$ cat src/rtl/polylut_pipe_ctrl.sv
// Valid/ready flow controller for the registered PolyLUT-Add pipeline: per-stage valid/tag tracking,
// bubble-collapsing load enables and backpressure. Optional counters under POLYLUT_PIPE_PERF_CNT_EN.
module polylut_pipe_ctrl #(
   parameter  int NUM_STAGES = 6,
   parameter  int TAG_W      = 16,
   parameter  int CNT_W      = 32,
   localparam int OCC_W      = $clog2(NUM_STAGES + 1)
) (
   input  logic                  clk,
   input  logic                  rst,
   input  logic                  in_valid,
   output logic                  in_ready,
   output logic                  out_valid,
   input  logic                  out_ready,
   input  logic                  flush,
   output logic [NUM_STAGES-1:0] stage_en,
   output logic [TAG_W-1:0]      out_tag,
   output logic [OCC_W-1:0]      occupancy,
   output logic [CNT_W-1:0]      stall_cycles,
   output logic [CNT_W-1:0]      done_count
);

   logic [NUM_STAGES-1:0] v;
   logic [TAG_W-1:0]      tag [NUM_STAGES];
   logic [TAG_W-1:0]      next_tag;
   logic [NUM_STAGES-1:0] en;
   logic                  accept;

   // A stage may load when it, or any stage downstream of it, is empty or the output drains.
   // Walking from the output end with a running OR avoids a self-referencing enable vector.
   always_comb begin
      logic run;
      // NOTE: every always_comb output gets a default before any conditional path, so no latch is inferred.
      run = out_ready;
      en  = '0;
      for (int i = NUM_STAGES - 1; i >= 0; i--) begin
         run   = run | ~v[i];
         en[i] = run;
      end
   end

   assign stage_en  = en;
   assign in_ready  = en[0] & ~flush;
   assign accept    = in_valid & in_ready;
   assign out_valid = v[NUM_STAGES-1];
   assign out_tag   = tag[NUM_STAGES-1];

   always_comb begin
      occupancy = '0;
      for (int i = 0; i < NUM_STAGES; i++)
         occupancy = occupancy + OCC_W'(v[i]);
   end

   // NOTE: the tag array is reset too, because out_tag is a visible output that must read 0 after reset.
   always_ff @(posedge clk or negedge rst) begin
      if (!rst) begin
         v        <= '0;
         next_tag <= '0;
         for (int i = 0; i < NUM_STAGES; i++)
            tag[i] <= '0;
      end else begin
         // NOTE: non-blocking assignments let every stage shift from the pre-edge value of its predecessor.
         if (accept)
            next_tag <= next_tag + 1'b1;
         if (en[0]) begin
            v[0]   <= in_valid;
            tag[0] <= next_tag;
         end
         for (int i = 1; i < NUM_STAGES; i++) begin
            if (en[i]) begin
               v[i]   <= v[i-1];
               tag[i] <= tag[i-1];
            end
         end
         // Flush wins over any load in the same cycle; tags left behind are harmless.
         if (flush)
            v <= '0;
      end
   end

`ifdef POLYLUT_PIPE_PERF_CNT_EN
   logic [CNT_W-1:0] stall_q;
   logic [CNT_W-1:0] done_q;

   always_ff @(posedge clk or negedge rst) begin
      if (!rst) begin
         stall_q <= '0;
         done_q  <= '0;
      end else begin
         if (out_valid && !out_ready && !flush && !(&stall_q))
            stall_q <= stall_q + 1'b1;
         if (out_valid && out_ready && !flush && !(&done_q))
            done_q <= done_q + 1'b1;
      end
   end

   assign stall_cycles = stall_q;
   assign done_count   = done_q;
`else
   assign stall_cycles = '0;
   assign done_count   = '0;
`endif

endmodule

$ cat config.mk
export PLATFORM = sky130hd
export DESIGN_NAME = polylut_pipe_ctrl
export DESIGN_NICKNAME = d
export VERILOG_FILES = /design/src/rtl/polylut_pipe_ctrl.sv
export SDC_FILE = /design/constraint.sdc
export NUM_CORES = 1
export LEC_CHECK = 0
export CAP_MARGIN = 40
export CELL_PAD_IN_SITES_DETAIL_PLACEMENT = 1
export CELL_PAD_IN_SITES_GLOBAL_PLACEMENT = 2
export CORE_MARGIN = 5
export CORE_UTILIZATION = 44
export DETAILED_ROUTE_END_ITERATION = 12
export DONT_BUFFER_PORTS = 1
export GPL_ROUTABILITY_DRIVEN = 0
export PLACE_DENSITY_LB_ADDON = 0.1
export SLEW_MARGIN = 20
export SYNTH_ARGS = -nofsm -noshare
export SYNTH_HDL_FRONTEND = slang
export SYNTH_SLANG_ARGS = --single-unit
$ cat constraint.sdc
create_clock -name clk -period 8.25 [get_ports clk]
set_clock_uncertainty 0.2 [all_clocks]
set_input_delay 1.65 -clock clk [delete_from_list [all_inputs] [get_ports clk]]
set_output_delay 1.65 -clock clk [all_outputs]
set_load 0.01 [all_outputs]
==> flow_metrics.tcl <==
set metrics [dict create \
    clkTransAtPathRegs_ns 0.05 \
    grt_start_max_net_pins 119 \
    rsz0062_at_grt "no" \
    die-area_sq_mm 0.0142 \
    p_leak_uw 0.00279 \
    yosys.area.top_type "dfrtp_1" \
    drv_slew 0 \
    fin_tns_setup_ns 0 \
    synth_cells 450 \
    die_w_microns 119 \
    muxShareOfSynthArea_pct 13.9 \
    yosysSeqAreaShare_pct 56.1 \
    cts_resized 0 \
    crit_required_ns 6.40 \
    critPathArrivalTime_ns 3.60 \
    critPathMaxFanout 25 \
    multi_input_area_sq_mm 0.00183 \
    regArea_sq_mm 0.00295 \
    ys_ff_latch 118 \
    worstSetupPathType "in -> out" \
    vias_per_cell 4.62 \
    p_seq_share_pct 46.7 \
    postRouteAntennaNets 0 \
    maxSlewHeadroom_pct 62.8 \
    clkLatencyLatePin_ns 0.41 \
    detail_route.wl_per_cell_microns 14.5 \
    ir_worst_vdd_mv 0.105 \
    cts_tree "done" \
    max_cap_violations 0 \
    dr.pass1.iters 4 \
    cts_buffers 17 \
    drt_iter0_markers 113 \
    instances_no_fill 602 \
    cts_hold_buf 0 \
    startpoint_type "input pin" \
    grt_pass1_vias 2964 \
    drc_errors 0 \
    ys.flop_type "dfrtp_1" \
    cts_num_sinks 118 \
    cp-startpoint "out_ready" \
    p_clk_share_pct 44.1 \
    num_io_pins 96 \
    post-route-period-util_pct 66.1 \
    nNetsFinal 452 \
    placed_cells 570 \
    clock-root-buffer "clkbuf_16" \
    hold_violations 0 \
    post-cts-setup-buffer-count 0 \
    power.density_mw_per_mm2 305 \
    rr_startpoint "v[5]" \
    end_kind "output pin" \
    hp-class "reg -> reg" \
    synth_top_family_by_area "multiplexers" \
    combPwrFrac_pct 9.2 \
    synth_cell_types 36 \
    synth-adder-area-share_pct 1.62 \
    synthSimpleGateAreaFrac_pct 11.5 \
    synth_compound_area_share_pct 0.666 \
    max_freq_mhz 183 \
    route.vias.total 2780 \
    min_from "tag[47]" \
    synthXorXnorAreaFrac_pct 2.50 \
    internal_power_uw 1320 \
    worstMarginPinSlew_ns 0.557 \
    fp.coreArea_sq_mm 0.0119 \
    diodes 0 \
    rows 40 \
    synth-edff-count 0 \
    syn-cell-area_sq_mm 0.00526 \
    period_needed_ns 5.45 \
    cts.path.max_buffers 2 \
    dp_hpwl_microns 6060 \
    synth_common_cells "dfrtp_1, nand2_1, buf_4, mux2_2, inv_1" \
    finalSetupViolCount 0 \
    port_buffers 0 \
    initial_utilization_pct 44.3 \
    synthTopCellsByArea "dfrtp_1, mux2_2, buf_4, nand2_1, mux2_1" \
    antenna_found_initial 0 \
    gr-total-overflow 0 \
    outcome "complete, no violations" \
    ys_warn_count 0 \
    yosysMostFrequentCell "dfrtp_1" \
    swShare_pct 23.7 \
    synth_async_sr_flop_share_pct 100 \
    drt_wl_total_microns 8750 \
    die_h_microns 119 \
    gr-usage-all-layers_pct 13.5 \
    power_switching_uw 411 \
    synth_top_area_share_pct 56.1 \
    drive_above_1_share_pct 21.5 \
    htree_levels 4 \
    grt_pass1_wl_microns 15300 \
    synth_area_per_cell_sq_um 11.7 \
    syn_to_final_growth_pct 7.78 \
    fillers 1290 \
]
state kept, by name, summed over array words and instances, names as in the netlist:
signal,flops
v,6
tag,80
out_tag,16
next_tag,16
cells by family after synthesis:
family	count (synthesis)
mux	65
other cells	1
xor+xnor	15
flops	118
fa+ha+maj	5
buf+inv	106
simple gates	133
compound gates	7
metrics by stage:
step                      hold WS (ns)  setup slack, ns  util [%]  power, uW  instance area (sq um)
after global placement           0.254             2.79      42.4        969                   5030
final                            0.260             2.80      47.8       1730                   5670
after global routing             0.289             2.52      47.8       1830                   5670
after CTS                        0.270             2.72      47.8       1760                   5670
after floorplan                  0.233             3.72         -        972                   5500
after detailed placement         0.258             2.73      42.5        980                   5040
worst paths after layout:
check | to | slack (ns) | cells after the start
setup / recovery | stage_en[0] | 2.80 | 6
hold / removal | tag[47] | 0.26 | 2
setup reg to reg | next_tag[2] | 5.28 | 8
hold reg to reg | tag[47] | 0.26 | 2
max in group asynchronous | v[1] | 6.89 | 0
min in group asynchronous | next_tag[14] | 0.74 | 0
metal layers:
metal / GRT usage (%) / vias up / part of all wire [%]
li1: - / 1313 / -
met5: 0 / - / 0
met2: 20.6 / 70 / 46
met1: 16.8 / 1383 / 46
met4: 6.44 / 0 / 2.1
met3: 5.51 / 14 / 5.7
layout make-up:
cell class | instances | share of cell area (%)
Clock buffer | 24 | 9.03
Clock inverter | 8 | 2.07
Inverter | 13 | 0.905
Multi-Input combinational cell | 289 | 32.3
Sequential cell | 118 | 52.1
Tap cell | 147 | 3.24
Timing Repair Buffer | 3 | 0.397
power groups by stage:
| stage | clock, uW | combinational (uW) | sequential, uW |
|---|---|---|---|
| after floorplan | 0 | 198 | 774 |
| after global placement | 0 | 155 | 814 |
| after detailed placement | 0 | 161 | 819 |
| after CTS | 786 | 162 | 811 |
| after global routing | 819 | 181 | 827 |
| final | 762 | 159 | 808 |
cell usage in the layout (no fill, tap or decap), types with 2 or more instances in the layout:
cell	count
dfrtp_1	118
nand2_1	97
conb_1	64
mux2_2	56
clkbuf_16	17
inv_1	12
xor2_1	10
mux2_1	9
nor2_1	7
clkbuf_8	6
nand3_1	5
nor3_1	5
xnor2_1	5
nor4_1	4
a21oi_1	4
clkinv_2	4
fa_1	3
bufinv_16	3
buf_4	3
nor2_4	2
nand4_1	2
o21ai_0	2
ha_1	2
worst max-delay path, cell delays in order:
cell and delay, ns:
nand3b_1 0.13, buf_4 0.23, nor2_4 0.44, inv_4 0.21, nor2_4 0.50, inv_1 0.42
(Power assumes the default switching activity.)
